==> src/rtl/edge_det_pkg.sv <==
// Shared mode encodings and edge-qualify helper for the edge detector channels.
// Pure definitions: no state, no latency, no flow control.
package edge_det_pkg;

    localparam logic [1:0] MODE_RISE = 2'b00;
    localparam logic [1:0] MODE_FALL = 2'b01;
    localparam logic [1:0] MODE_BOTH = 2'b10;
    localparam logic [1:0] MODE_OFF  = 2'b11;

    function automatic logic edge_qualify(input logic [1:0] mode,
                                          input logic       rise,
                                          input logic       fall);
        logic q;
        q = 1'b0;
        case (mode)
            MODE_RISE: q = rise;
            MODE_FALL: q = fall;
            MODE_BOTH: q = rise | fall;
            default:   q = 1'b0;
        endcase
        return q;
    endfunction

endpackage

==> src/rtl/edge_det_chan.sv <==
// One channel: synchroniser, glitch filter, registered edge pulses, saturating edge counter.
// Latency SYNC_STAGES+1+filt_len cycles from a stable input change; no backpressure.
module edge_det_chan
    import edge_det_pkg::*;
#(
    parameter int SYNC_STAGES = 2,
    parameter int FILT_W      = 4,
    parameter int CNT_W       = 16
) (
    input  logic              clk,
    input  logic              rst,
    input  logic              data_in,
    input  logic [FILT_W-1:0] filt_len,
    input  logic [1:0]        mode,
    input  logic              clr_cnt,
    output logic              level_out,
    output logic              rising_edge,
    output logic              falling_edge,
    output logic              edge_pulse,
    output logic [CNT_W-1:0]  edge_cnt
);

    logic [SYNC_STAGES-1:0] sync;
    logic [FILT_W-1:0]      fcnt;
    logic                   s;

    assign s = sync[SYNC_STAGES-1];

    always_ff @(posedge clk) begin
        if (rst) begin
            sync <= '0;
        end else begin
            sync <= {sync[SYNC_STAGES-2:0], data_in};
        end
    end

    // fcnt only advances while below filt_len, so it can never wrap.
    always_ff @(posedge clk) begin
        if (rst) begin
            fcnt         <= '0;
            level_out    <= 1'b0;
            rising_edge  <= 1'b0;
            falling_edge <= 1'b0;
        end else begin
            rising_edge  <= 1'b0;
            falling_edge <= 1'b0;
            if (s == level_out) begin
                fcnt <= '0;
            end else if (fcnt >= filt_len) begin
                level_out    <= s;
                fcnt         <= '0;
                rising_edge  <= s;
                falling_edge <= ~s;
            end else begin
                fcnt <= fcnt + FILT_W'(1);
            end
        end
    end

    assign edge_pulse = edge_qualify(mode, rising_edge, falling_edge);

    always_ff @(posedge clk) begin
        if (rst || clr_cnt) begin
            edge_cnt <= '0;
        end else if (edge_pulse && (edge_cnt != '1)) begin
            edge_cnt <= edge_cnt + CNT_W'(1);
        end
    end

endmodule

==> src/rtl/edge_det_filt.sv <==
// Multi-channel filtered edge detector: fans shared controls out to CH independent channels.
// Latency SYNC_STAGES+1+filt_len cycles per channel; no backpressure.
module edge_det_filt
    import edge_det_pkg::*;
#(
    parameter int CH          = 3,
    parameter int SYNC_STAGES = 2,
    parameter int FILT_W      = 4,
    parameter int CNT_W       = 16
) (
    input  logic                clk,
    input  logic                rst,
    input  logic [CH-1:0]       data_in,
    input  logic [FILT_W-1:0]   filt_len,
    input  logic [1:0]          mode,
    input  logic                clr_cnt,
    output logic [CH-1:0]       level_out,
    output logic [CH-1:0]       rising_edge,
    output logic [CH-1:0]       falling_edge,
    output logic [CH-1:0]       edge_pulse,
    output logic [CH*CNT_W-1:0] edge_cnt
);

    for (genvar i = 0; i < CH; i++) begin : g_chan
        edge_det_chan #(
            .SYNC_STAGES (SYNC_STAGES),
            .FILT_W      (FILT_W),
            .CNT_W       (CNT_W)
        ) u_chan (
            .clk          (clk),
            .rst          (rst),
            .data_in      (data_in[i]),
            .filt_len     (filt_len),
            .mode         (mode),
            .clr_cnt      (clr_cnt),
            .level_out    (level_out[i]),
            .rising_edge  (rising_edge[i]),
            .falling_edge (falling_edge[i]),
            .edge_pulse   (edge_pulse[i]),
            .edge_cnt     (edge_cnt[i*CNT_W +: CNT_W])
        );
    end

endmodule

==> config.mk <==
export PLATFORM = sky130hd
export DESIGN_NAME = edge_det_filt
export DESIGN_NICKNAME = d
export VERILOG_FILES = /design/src/rtl/edge_det_pkg.sv /design/src/rtl/edge_det_chan.sv /design/src/rtl/edge_det_filt.sv
export SDC_FILE = /design/constraint.sdc
export NUM_CORES = 1
export LEC_CHECK = 0
export BUFFER_PORTS_ARGS = -buffer_cell sky130_fd_sc_hd__buf_2
export CORE_ASPECT_RATIO = 0.75
export CORE_MARGIN = 3
export CORE_UTILIZATION = 45
export CTS_BUF_LIST = sky130_fd_sc_hd__clkbuf_16
export CTS_CLUSTER_SIZE = 14
export DETAILED_ROUTE_END_ITERATION = 8
export PLACE_DENSITY = 0.67
export SLEW_MARGIN = 10
export SYNTH_ARGS = -nofsm -noshare
export SYNTH_HDL_FRONTEND = slang
export SYNTH_SLANG_ARGS = --single-unit
==> constraint.sdc <==
create_clock -name clk -period 2.6 [get_ports clk]
set_clock_uncertainty 0.2 [all_clocks]
set_input_delay 0.39 -clock clk [delete_from_list [all_inputs] [get_ports clk]]
set_output_delay 0.39 -clock clk [all_outputs]
set_load 0.03 [all_outputs]
# After elaboration in Yosys (flattened, before gate mapping)
# Cells that the tools add are included.
# W data, S select, Z words.
[totals]
out_inout_bits = 60
elab_cells = 64
register_bits = 75
[op_classes]
n_mux = 3
n_eq_ne = 8
add_sub_neg = 6
n_reduce_logical = 14
n_bitwise = 12
n_lt_le_gt_ge = 3
[op_table]
columns = ["operator", "count"]
rows = [
  ["$add A16 B1 Y16 const B", 3],
  ["$ne A16 B16 Y1 const B", 3],
  ["$reduce_or A3 Y1", 6],
  ["$add A4 B1 Y4 const B", 3],
  ["$ge A4 B4 Y1", 3],
  ["$not A1 Y1", 9],
  ["$pmux W1 S3", 3],
  ["$reduce_and A2 Y1", 3],
  ["$eq A1 B1 Y1", 3],
  ["$logic_and A1 B1 Y1", 3],
  ["$or A1 B1 Y1", 3],
  ["$eq A2 B1 Y1 const B", 1],
  ["$eq A2 B2 Y1 const B", 1],
  ["$logic_not A2 Y1", 1],
  ["$logic_or A1 B1 Y1", 1],
]

# Longest topological paths before layout
# Gate-level depths: netlist (run 1).
[logic_depth]
depth_word = 3
depth_mapped = 7
mapped_depth_nobuf = 7

# Hierarchy
# A second synthesis (run 1) with hierarchy kept.
[unflattened]
cells_unflattened = 405
area_unflattened_um2 = 3896.2
[modules_own_cells]
columns = ["mod", "cells_per_inst", "area_each_um2", "instances"]
rows = [
  ["edge_det_chan", 135, 1298.7, 3],
]

# Least setup slack after synthesis (run 1)
# Ideal clock, no wire load.
[synth_timing]
path_type = "register -> register"
start = "register g_chan[2].u_chan.edge_cnt[0]"
end = "register g_chan[2].u_chan.edge_cnt[5]"
setup_time_ns = 0.128
path_stages_with_launch = 7
t_required_ns = 2.272
synth_period_minus_slack_ns = 2.260
t_arrival_ns = 1.932
slack_ns = 0.340
cell_sequence = "dfxtp_1 ha_1 nand4_2 or4_4 and3_1 xnor2_1 nor2_1"
[synth_via]
elab_chain_len = 2
word_cells_on_any_way = 3
[synth_lines]
columns = ["item", "line", "rtl"]
rows = [
  ["from (decl)", "edge_det_chan.sv:20", "output logic [CNT_W-1:0] edge_cnt"],
  ["from (signal assigned)", "edge_det_chan.sv:66", "edge_cnt <= edge_cnt + CNT_W'(1);"],
  ["branches (longest 2 deep; another with $add A16 B1 Y16)", "--", ""],
]
# Several ways; the timed one is not identified.
# A chain may end at the register's enable or synchronous reset.

# Final worst setup path (run 1)
[layout_timing]
start = "register g_chan[1].u_chan.falling_edge"
end = "output edge_pulse[1]"
[layout_via]
elab_chain_len = 2
[layout_lines]
columns = ["item", "line", "rtl"]
rows = [
  ["from (decl)", "edge_det_chan.sv:18", "output logic falling_edge,"],
  ["from (signal assigned)", "edge_det_chan.sv:53", "falling_edge <= ~s;"],
  ["$or A1 B1 Y1", "edge_det_pkg.sv:18", "MODE_BOTH: q = rise | fall;"],
  ["$pmux W1 S3 *", "edge_det_pkg.sv:15", "case (mode)"],
  ["to (decl)", "edge_det_filt.sv:20", "output logic [CH-1:0] edge_pulse,"],
]
# Every way passes the cells marked *; elsewhere a longest branch is shown, timed or not.

==> results.tsv, run 1 <==
metric	value	unit
status	finished clean	
# setup viols final	0	
drt wl/cell	13.5	um
Max Cap Viol	0	
clock sinks	75	
total track usage	0.171	
PortBufs	71	
Crit. End Element	output port	
Syn Area/Cell	9.07	um^2
most frequent cells in the layout	75 x dfxtp_1, 71 x buf_2, 58 x nor2_1	
Syn. warnings	0	
final number of hold-violating endpoints	0	
setup ws final	0.217	ns
combinational power share	0.040	
nets	502	
I/O pin cnt	72	
Yosys cell types	52	
Antenna Nets Post-Route	0	
worst slack, placed	0.267	ns
Area growth syn-to-layout	17.6	%
Total Power Consumption	2.35	mW
Rows	27	
CP required	2.01	ns
critical path arrival	1.79	ns
die footprint	9340	um^2
CTS root buffer	clkbuf_16	
post-cts sizing count	0	
CP max FO	11	
Max-slew headroom	0.497	
Core ar.	7630	um^2
syn nets	437	
fmax	420	MHz
CTS tree	done	
cell area after synthesis	3690	um^2
via count	3059	
First-pass DRT Iterations	4	
pwr dens	542	nW/um^2
Seq/Total Area, Yosys	0.407	
Net Switching	0.522	mW
Via-to-Cell Ratio	5.29	
Num CTS Buffers	9	
GPL Wtd Cong	0.868	
EDFF count, synth	0	
Flop pwr share	0.495	
Horiz. Die Dim	111	um
Worst-Margin Slew	0.754	ns
drt drc	0	
peak supply drop	0.000264	V
grt ovf	0	
Clock Latency Late Sink	0.32	ns
Crit Path Class	reg -> out	
Iter 0 DRT Violations	103	
setup bufs post-CTS	0	
maximum root-to-sink buffer count	2	
Hold WC Path Type	in -> reg	
H-tree depth	3	
Final Cycle Share	0.916	
DRT Wirelength	7780	um
max-slew violations	0	
ys flop type	dfxtp_1	
Post-CTS Hold Buffers	0	
Lkg Pwr	1.75	nW
global-route wire length before repair	13200	um
layout cells sized above 1	0.229	
commonest non-fill, non-tap cell in the layout	dfxtp_1	
flops & latches, synth	75	
TNS Setup	0	ns
Final Critical Period	2.38	ns
internal power	1.83	mW
die height	84.4	um
asr flop ratio synth	0	
initial antenna violation count	0	
Initial Utilization	0.483	
Reg clk slew, reported paths	0.06	ns
largest net degree at the start of global routing	27	
crit path launch type	flip-flop	
Net Sw Frac	0.222	
clock power share	0.465	
vias in the first global route	2776	
Cells after Synth	407	
ANT cells	0	
Post-DP HPWL	5900	um
RSZ-0062 raised after global routing	false	
cell families (layout without fill, tap and decap cells):
group | count (synthesis) | after routing | share of synthesized area
AOI/OAI and AO/OA | 47 | 47 | 0.0854
buffers and inverters | 36 | 106 | 0.0509
xor gates and xnor gates | 40 | 40 | 0.0949
DFF | 75 | 75 | 0.407
and+or+nand+nor | 184 | 184 | 0.282
muxes | 7 | 7 | 0.0190
adders and majority gates | 18 | 18 | 0.0610
routing by layer:
layer,routed length [um],GRT usage,up-vias
met1,3890,0.232,1432
li1,-,-,1555
met3,464,0.0526,2
met5,0,0,-
met4,30,0.0503,0
met2,3400,0.262,70
power groups by stage:
stage | logic (mW) | registers [mW] | clock network [mW]
finish | 0.0942 | 1.16 | 1.09
global route | 0.107 | 1.17 | 1.17
CTS | 0.0957 | 1.16 | 1.13
detailed placement | 0.0949 | 1.19 | 0
global placement | 0.0922 | 1.19 | 0
floorplan | 0.0670 | 1.19 | 0
critical path, stage by stage (launching register included):
cell      delay [ns]
dfxtp_1         0.38
a211oi_1        0.15
a21oi_1         0.61
buf_2           0.32
cells in the mapped netlist, drive strengths merged, types with 4 or more instances:
cell type,n,share of area
nor3b,7,0.014
xnor2,24,0.057
o21ai,11,0.016
nand2b,10,0.019
a21oi,17,0.023
buf,13,0.027
ha,18,0.061
or3,8,0.014
and4,6,0.015
and3,8,0.014
nor2,58,0.059
dfxtp,75,0.41
nor2b,6,0.010
inv,15,0.015
or4,5,0.011
nor4b,4,0.0095
nand4,14,0.034
nand2,19,0.019
nor4,8,0.015
xor2,16,0.038
clkbuf,8,0.0081
mux2i,7,0.019
nand3,21,0.030
nor3,6,0.0081
registers in the layout, summed over array words and instances, names as in the netlist:
register and cells:
g_chan.u_chan.fcnt 12, g_chan.u_chan.edge_cnt 48, g_chan.u_chan.rising_edge 3, g_chan.u_chan.level_out 3, g_chan.u_chan.falling_edge 3, g_chan.u_chan.sync 6
cell type report:
type | instances | area [um^2]
Clock buffer | 9 | 225
Fill cell | 729 | 3290
Inverter | 15 | 56.3
Sequential cell | 75 | 1500
Timing Repair Buffer | 75 | 385
Clock inverter | 7 | 45.0
Tap cell | 101 | 126
Multi-Input combinational cell | 296 | 2000
final timing paths:
path	slack, ns	endpoint	cells past startpoint	start
hold / removal	0.07	g_chan[1].u_chan.sync[0]	2	data_in[1]
setup reg to reg	0.41	g_chan[2].u_chan.edge_cnt[15]	6	g_chan[2].u_chan.edge_cnt[0]
setup / recovery	0.22	edge_pulse[1]	3	g_chan[1].u_chan.falling_edge
hold reg to reg	0.23	g_chan[1].u_chan.sync[1]	1	g_chan[1].u_chan.sync[0]
per-stage QoR:
step | cells | hold WS, ns | cell area (um^2) | util
final | 578 | 0.0724 | 4340 | 0.569
after global routing | 578 | 0.0677 | 4340 | 0.569
after CTS | 578 | 0.0607 | 4340 | 0.569
after detailed placement | 562 | 0.225 | 4070 | 0.533
after global placement | 562 | 0.217 | 4070 | 0.533
after floorplan | 407 | 0.214 | 3690 | -
(Power assumes the default switching activity.)
==> run 2: changes to the inputs <==
--- a/config.mk
+++ b/config.mk
@@ -6,7 +6,6 @@
 export NUM_CORES = 1
 export LEC_CHECK = 0
 export BUFFER_PORTS_ARGS = -buffer_cell sky130_fd_sc_hd__buf_2
-export CORE_ASPECT_RATIO = 0.75
 export CORE_MARGIN = 3
 export CORE_UTILIZATION = 45
 export CTS_BUF_LIST = sky130_fd_sc_hd__clkbuf_16
==> results.tsv, run 2 (synthesis results as in run 1) <==
metric	value	unit	change
clock sinks	75		unchanged
most frequent cells in the layout	75 x dfxtp_1, 71 x buf_2, 58 x nor2_1		
top flop regs	g_chan.u_chan.edge_cnt: 48 flops, g_chan.u_chan.fcnt: 12 flops, g_chan.u_chan.sync: 6 flops		
multi-input logic area	2000	um^2	unchanged
Crit Path Class	reg -> out		
initial antenna violation count	0		unchanged
vias in the first global route	2850		+2.7%
# setup viols final	0		unchanged
total track usage	0.180		+0.00907
post-cts sizing count	0		unchanged
Largest Register	g_chan.u_chan.edge_cnt		
fmax	419	MHz	-0.23%
CP required	2.01	ns	about the same
drt drc	0		unchanged
Via-to-Cell Ratio	5.26		-0.66%
I/O pin cnt	72		unchanged
GPL Wtd Cong	0.787		-9.3%
H-tree depth	3		unchanged
PortBufs	71		unchanged
RSZ-0062 raised after global routing	false		
Clock Latency Late Sink	0.32	ns	about the same
WHS	0.0770	ns	+0.00465 ns
Area growth syn-to-layout	18.0	%	
setup ws final	0.212	ns	-0.00542 ns
commonest non-fill, non-tap cell in the layout	dfxtp_1		
CTS root buffer	clkbuf_16		
ANT cells	0		unchanged
area occupied by registers	1500	um^2	unchanged
CTS tree	done		
die footprint	9320	um^2	-0.12%
Hold WC Path Type	in -> reg		
Core ar.	7850	um^2	+2.8%
peak supply drop	0.000394	V	+49%
pwr dens	555	nW/um^2	+2.4%
Post-DP HPWL	5840	um	-1.1%
via count	3044		-0.49%
max-slew violations	0		unchanged
number of flip-flops in the largest register	48		unchanged
First-pass DRT Iterations	4		unchanged
setup bufs post-CTS	0		unchanged
nets	503		+0.20%
Initial Utilization	0.470		-0.0131
Antenna Nets Post-Route	0		unchanged
status	finished clean		
Max-slew headroom	0.503		+0.00586
Worst-Margin Slew	0.745	ns	-0.00879 ns
Final Cycle Share	0.918		+0.00208
TNS Setup	0	ns	unchanged
Horiz. Die Dim	96.6	um	-13%
maximum root-to-sink buffer count	2		unchanged
Max Cap Viol	0		unchanged
drt wl/cell	13.6	um	+1.1%
Lkg Pwr	1.78	nW	+1.3%
largest net degree at the start of global routing	19		-30%
global-route wire length before repair	13200	um	about the same
FILL cells	766		+5.1%
Rows	32		+19%
Iter 0 DRT Violations	104		+0.97%
die height	96.6	um	+14%
crit path launch type	flip-flop		
grt ovf	0		unchanged
Crit. End Element	output port		
final number of hold-violating endpoints	0		unchanged
critical path arrival	1.80	ns	about the same
Final Critical Period	2.39	ns	+0.00542 ns
Post-CTS Hold Buffers	0		unchanged
CP max FO	11		unchanged
DRT Wirelength	7880	um	+1.2%
Reg clk slew, reported paths	0.05	ns	about the same
layout cells sized above 1	0.222		-0.00629
Num CTS Buffers	9		unchanged
worst slack, placed	0.320	ns	+0.0524 ns
==> run 2: cell count changes in the layout (fill, tap and decap cells not counted) <==
cell and delta:
inv_1 +2, clkinv_4 -1, clkinv_2 -1, bufinv_16 +1, clkinv_1 +1, clkinvlp_4 -3
buf_4 +1
==> run 2: worst paths after layout <==
check                                              startpoint                      endpoint  slack [ns]  depth (start not counted)
worst max register to register   g_chan[2].u_chan.edge_cnt[0]  g_chan[2].u_chan.edge_cnt[5]        0.42                          6
worst max-delay path            g_chan[1].u_chan.falling_edge                 edge_pulse[1]        0.21                          3
worst min-delay path                               data_in[0]      g_chan[0].u_chan.sync[0]        0.08                          2
worst min register to register       g_chan[0].u_chan.sync[0]      g_chan[0].u_chan.sync[1]        0.24                          1
==> run 2: metrics by stage <==
step           cells  instance area, um^2  power (mW)   util
2_1_floorplan    407                 3690        1.26      -
3_3_place_gp     564                 4080        1.28  0.520
3_5_place_dp     564                 4080        1.28  0.520
4_1_cts          579                 4360        2.45  0.555
5_1_grt          579                 4360        2.51  0.555
6_report         579                 4360        2.42  0.555
==> run 2: critical path, stage by stage (launching register included) <==
cell,delay [ns]
dfxtp_1,0.40
a211oi_1,0.15
a21oi_1,0.60
buf_2,0.33
==> run 2: power by group <==
group | leakage (nW) | switching, mW | internal, mW
clock | 0.143 | 0.438 | 0.722
sequential | 0.606 | 0.00713 | 1.16
combinational | 1.03 | 0.0576 | 0.0359
total | 1.78 | 0.502 | 1.92
==> run 2: layout make-up <==
cell class | instances | area share
Sequential cell | 75 | 0.345
Inverter | 15 | 0.0129
Tap cell | 102 | 0.0293
Clock inverter | 6 | 0.0115
Clock buffer | 9 | 0.0517
Timing Repair Buffer | 76 | 0.0902
Multi-Input combinational cell | 296 | 0.460
==> run 2: layer usage <==
| metal | share of wire | GRT usage | vias to the layer above |
|---|---|---|---|
| met5 | 0 | 0 | - |
| met4 | 0.011 | 0.0713 | 0 |
| met3 | 0.062 | 0.0465 | 7 |
| met2 | 0.47 | 0.282 | 70 |
| met1 | 0.46 | 0.236 | 1407 |
| li1 | - | - | 1560 |
